--- src/rtl/ifid_stage.sv ---
// IF/ID stage register: captures the 1-cycle imem fetch with its PC/PC+4,
// adds valid/stall/flush control and a 1-entry skid buffer for stalled fetches.
// Ports: clk, rst (async high); pc_in/sum_in/instr_in/imem_valid from fetch;
//        stall/flush from hazard unit; pc_out/sum_out/instr_out/valid_out to
//        decode; fetch_stall to the PC register; overflow_err sticky drop flag.
module ifid_stage #(
  parameter int          XLEN = 32,
  parameter logic [31:0] NOP  = 32'h00000013
) (
  input  logic            clk,
  input  logic            rst,
  input  logic [XLEN-1:0] pc_in,
  input  logic [XLEN-1:0] sum_in,
  input  logic [XLEN-1:0] instr_in,
  input  logic            imem_valid,
  input  logic            stall,
  input  logic            flush,
  output logic [XLEN-1:0] pc_out,
  output logic [XLEN-1:0] sum_out,
  output logic [XLEN-1:0] instr_out,
  output logic            valid_out,
  output logic            fetch_stall,
  output logic            overflow_err
);

  typedef struct packed {
    logic [XLEN-1:0] pc;
    logic [XLEN-1:0] sum;
    logic [XLEN-1:0] instr;
  } beat_t;

  localparam logic [XLEN-1:0] NOP_W = XLEN'(NOP);

  beat_t in_b;
  beat_t out_q, out_n;
  beat_t skid_q, skid_n;
  logic  valid_q, valid_n;
  logic  skid_valid, skid_valid_n;
  logic  ovf_q, ovf_n;

  assign in_b = '{pc: pc_in, sum: sum_in, instr: instr_in};

  // Priority flush > stall > drain skid > advance; the case
  // items are made mutually exclusive so the decoder is one-hot.
  always_comb begin
    out_n        = out_q;
    skid_n       = skid_q;
    valid_n      = valid_q;
    skid_valid_n = skid_valid;
    ovf_n        = ovf_q;
    unique case (1'b1)
      flush: begin
        valid_n      = 1'b0;
        out_n.instr  = NOP_W;
        skid_valid_n = 1'b0;
      end
      (!flush && stall): begin
        if (imem_valid) begin
          if (!skid_valid) begin
            skid_n       = in_b;
            skid_valid_n = 1'b1;
          end else begin
            ovf_n = 1'b1;
          end
        end
      end
      (!flush && !stall && skid_valid): begin
        // Skidded beat leaves first to keep program order.
        out_n   = skid_q;
        valid_n = 1'b1;
        if (imem_valid) begin
          skid_n = in_b;
        end else begin
          skid_valid_n = 1'b0;
        end
      end
      default: begin
        if (imem_valid) begin
          out_n   = in_b;
          valid_n = 1'b1;
        end else begin
          valid_n     = 1'b0;
          out_n.instr = NOP_W;
        end
      end
    endcase
  end

  always_ff @(posedge clk or posedge rst) begin
    if (rst) begin
      out_q      <= '{pc: '0, sum: '0, instr: NOP_W};
      skid_q     <= '0;
      valid_q    <= 1'b0;
      skid_valid <= 1'b0;
      ovf_q      <= 1'b0;
    end else begin
      out_q      <= out_n;
      skid_q     <= skid_n;
      valid_q    <= valid_n;
      skid_valid <= skid_valid_n;
      ovf_q      <= ovf_n;
    end
  end

  assign pc_out       = out_q.pc;
  assign sum_out      = out_q.sum;
  assign instr_out    = out_q.instr;
  assign valid_out    = valid_q;
  assign fetch_stall  = stall | skid_valid;
  assign overflow_err = ovf_q;

endmodule

--- config.mk ---
export PLATFORM = sky130hd
export DESIGN_NAME = ifid_stage
export DESIGN_NICKNAME = d
export VERILOG_FILES = /design/src/rtl/ifid_stage.sv
export SDC_FILE = /design/constraint.sdc
export NUM_CORES = 1
export LEC_CHECK = 0
export BUFFER_PORTS_ARGS = -buffer_cell sky130_fd_sc_hd__buf_2
export CORE_ASPECT_RATIO = 0.5
export CORE_UTILIZATION = 60
export CTS_BUF_LIST = sky130_fd_sc_hd__clkbuf_4 sky130_fd_sc_hd__clkbuf_8
export DETAILED_ROUTE_END_ITERATION = 7
export GPL_TIMING_DRIVEN = 0
export PLACE_DENSITY = 0.85
export RECOVER_POWER = 100
export SLEW_MARGIN = 10
export SYNTH_ARGS = -nofsm -noshare
export SYNTH_HDL_FRONTEND = slang
export SYNTH_SLANG_ARGS = --single-unit
export TNS_END_PERCENT = 30
--- constraint.sdc ---
create_clock -name clk -period 12.8 [get_ports clk]
set_clock_uncertainty 0.15 [all_clocks]
set_input_delay 0 -clock clk [delete_from_list [all_inputs] [get_ports clk]]
set_output_delay 0 -clock clk [all_outputs]
set_load 0.01 [all_outputs]
* Word-level counts from Yosys, hierarchy flattened
Cells that the tools add are included.
Word-level totals: bits in registers 195, output and inout port bits 99, word-level logic and storage cells 41
Cells by class: equality and inequality tests 4, multiplexer cells 13, bitwise operators 2, reductions and logical operators 13
Operators by type and width (count):
- 96-bit two-way mux | 3
- 96-bit case mux with 2 select lines | 1
- 64-bit case mux with 2 select lines | 1
- 32-bit case mux with 3 select lines | 1
- 64-bit two-way mux | 1
- 32-bit two-way mux | 1
- 2-bit inequality test, second input constant | 4
- 1-bit case mux with 3 select lines | 2
- 3-bit AND reduction | 2
- 4-bit AND reduction | 1
- 2-bit nonzero test | 2
- 1-bit logical AND | 3
- 1-bit two-way mux | 3
- 3-bit nonzero test | 1
- 1-bit zero test | 2
- 2-bit AND reduction | 1
- 2-bit OR reduction | 1
- 1-bit NOT | 1
- 1-bit bitwise OR | 1

* Depth between registers and ports, before layout
depth after elaboration 5, gate-level depth with buffers 7, gate-level depth less buffers 3

* Worst setup path before layout
No wires, ideal clock.
path type register -> register, from register skid_valid, to register skid_q[31] (netlist name), library setup time 125 ps, arrival 1391 ps, data required time 12525 ps, setup slack 11134 ps, cell stages (with the launch flop) 7, clock period less this slack 1666 ps, path through dfrtp_1 xor2_1 and3_1 buf_2 buf_6 buf_8 mux2_4
On the way: longest elaborated chain between the ends 3
RTL lines:
- start, declared | RTL line 38 | logic skid_valid, skid_valid_n;
- start signal, assigned | RTL line 100 | skid_valid <= skid_valid_n;
- 1-bit logical AND | RTL line 67 | (!flush && !stall && skid_valid): begin
- 2-bit inequality test (no line) or 2-bit nonzero test (tied branches)
- 4-bit AND reduction (no line)
- end signal, assigned | RTL line 98 | skid_q <= skid_n;
- end, declared | RTL line 36 | beat_t skid_q, skid_n;
Parallel ways exist; a longest one is shown, timed or not. A chain may end at the register's enable or synchronous reset.

* Worst setup path after layout
Same ends and word-level chain as after synthesis.

==> impl_metrics.yaml <==
outcome:
  outcome: "finished with violations"
  violations: "capacitance limit, slew limit"
worst_setup_path:
  start_kind: "register"
  end_kind: "register"
  reg2reg_slack_ps: 10010
  arrival_ps: 2970
  cp_max_fo: 10
  criticalPathCategory: "register to register"
  critPathRequiredTime_ps: 12990
  r2r_start: "skid_valid"
  timing.rr.end: "skid_q[31]"
  rr_worst_depth: 6
place:
  dp.cells: 1019
  gp_congestion: 0.758
  io_buffers: 198
  hpwl_um: 13300
  post_dp_cell_area_mm2: 0.00953
power:
  ir_drop_v: 0.0000790
  power_leakage_nw: 4.71
  clockPowerShare_pct: 26.2
  power_density_mw_per_mm2: 141
  power.switching_w: 0.000456
  switching_share_pct: 30.3
  p_comb_share_pct: 19.9
  intPower_w: 0.00105
  p_seq_share_pct: 53.8
sta:
  rsz0062_at_grt: "false"
  hold_viol_final: 0
  post-route-period-util_pct: 21.8
  fmax_ghz: 0.359
  worst_pin_slew_ps: 3440
  slew_viol_final: 78
  period_minus_slack_ps: 2790
  finalSetupViolations: 0
  relSlewSlack_pct: -130
  setup_tns_ps: 0
  holdWs_ps: 135
die:
  io_pins: 200
  die_h_um: 85.1
  rows: 29
  die_x_um: 168
  coreArea_mm2: 0.0131
  start_util_pct: 63.4
  die-area_mm2: 0.0143
worst_hold_path:
  min-delay-start: "instr_in[10]"
  hold_path.class: "input pin to register"
  min_path_cells: 4
  holdPathEnd: "instr_out[10]"
clock_tree:
  path_clk_slew_ps: 110
  cts_tree: "done"
  cts_resized: 0
  post_cts_buffers: 0
  clock_tree.root_cell: "clkbuf_8"
  cts_max_level: 4
  cts_buffers: 17
  clkSinkCount: 195
  cts_buffer_depth: 2
  clock_latency_ps: 450
synth:
  syn_nets: 751
  synth_top_cell_by_area: "dfrtp_1"
  synthCells: 650
  yosysWarnings: 0
  dominantRegCellSynth: "dfrtp_1"
  syn_avg_cell_area_um2: 12.7
  synth-seq-cells: 195
  synth-seq-area-share_pct: 58.9
  synthArstFlopShare_pct: 100
  synth_edf_count: 0
  synthTopCellsByArea: "dfrtp_1 58%, mux2_2 7.7%, mux2i_1 7.7%"
  syn_area_mm2: 0.00829
  ys_types: 31
  synth.top_cell.area_share_pct: 58.0
final_layout:
  final_cell_mix: "192 x dfrtp_1, 137 x clkbuf_1, 128 x o21ai_0"
  layout_commonest_cell: "dfrtp_1"
  nNetsFinal: 1079
  stdcell_count: 1161
  syn2layout_area_growth_pct: 28.8
  n_antenna_cell: 0
  drive_gt1_share_pct: 21.1
  final_area_mm2: 0.0107
global_route:
  grt-ovfl-total: 0
  grt_pass1_vias: 7217
  grt_pass1_wl_um: 36600
  grt_use_total_pct: 33.1
  grt_max_degree: 119
  antenna_found_initial: 0
detailed_routing:
  met2WireLength_um: 11800
  dr.pass1.iters: 5
  antenna_left: 0
  drc: 0
  vias_per_cell: 5.76
  wl_met1_um: 8750
  met3_length_um: 1290
  drtIter0Drc: 502
  route.detailed.wl_per_inst_um: 19.3
  num_vias: 6687
  wl_um: 22400
  highest_layer: "met4"
job:
  maxCapViolCount: 1
## state kept, by name, indices dropped and copies added, names as in the netlist
name,count
valid_out,1
skid_valid,1
instr_out,32
sum_out,32
skid_q,96
overflow_err,1
pc_out,32
## worst max-delay path: stages, from the launching register on
cell and delay, ps:
dfrtp_1 430, xor2_1 130, and3_1 160, clkbuf_1 290, clkbuf_1 530, clkbuf_1 600
mux2_1 390
## worst max path at each step
stage	to	from	slack, ps	depth (start not counted)
3_3_place_gp	skid_q[29]	rst	5410	2
3_5_place_dp	instr_out[6]	skid_valid	10800	6
6_report	skid_q[31]	skid_valid	10010	6
4_1_cts	instr_out[25]	skid_valid	10520	6
2_1_floorplan	instr_out[10]	rst	7340	1
5_1_grt	skid_q[64]	rst	9510	3
## power by group through the flow
stage	clock (W)	sequential (W)	combinational, W
finish	0.000395	0.000810	0.000300
CTS	0.000398	0.000803	0.000334
global placement	0	0.000805	0.000293
global route	0.000425	0.000821	0.000328
detailed placement	0	0.000815	0.000308
floorplan	0	0.000822	0.000175
## repair_timing
item,4_1_cts,5_1_grt
hold endpoints to repair,272,0
setup endpoints to repair,0,0
hold buffers,110,0
## stage by stage
| step | total power, W | setup WS (ps) | utilization, % |
|---|---|---|---|
| after floorplan | 0.000997 | 7340 | - |
| after global placement | 0.00110 | 5410 | 72.7 |
| after detailed placement | 0.00112 | 10800 | 72.9 |
| after CTS | 0.00154 | 10520 | 84.3 |
| after global routing | 0.00157 | 9510 | 81.7 |
| final | 0.00151 | 10010 | 81.7 |
## area by class of cell
type,count,area [µm²]
Inverter,5,20.0
Clock buffer,19,262
Fill cell,814,2390
Sequential cell,195,4880
Tap cell,170,213
Multi-Input combinational cell,399,2970
Clock inverter,13,123
Buffer,51,208
Timing Repair Buffer,309,1990
## synthesized netlist by cell type (2+ instances only)
cell type	n
mux2i_1	64
clkbuf_2	3
buf_8	4
mux2_2	57
a22oi_1	29
mux2_4	40
dfstp_2	3
a221oi_1	2
clkbuf_1	19
o21ai_1	7
nor2_1	4
buf_2	23
dfrtp_1	192
a211o_1	2
nand2_1	61
o21ai_0	121
inv_1	5
## routing by layer
| layer | up-vias | track usage [%] |
|---|---|---|
| met2 | 273 | 60.8 |
| li1 | 2966 | - |
| met1 | 3396 | 38.3 |
| met4 | 0 | 11.5 |
| met3 | 52 | 7.84 |
| met5 | - | 0 |
## logic make-up (layout without fill, tap and decap cells)
group	after synthesis	in the layout	synth area share, %
flip-flops	195	195	58.9
AO/OA/AOI/OAI	165	165	11.2
multiplexers	161	161	22.7
AND/OR/NAND/NOR	72	72	3.52
buffers and inverters	56	397	3.56
XOR/XNOR	1	1	0.106
Power figures use the tool's default switching activity.
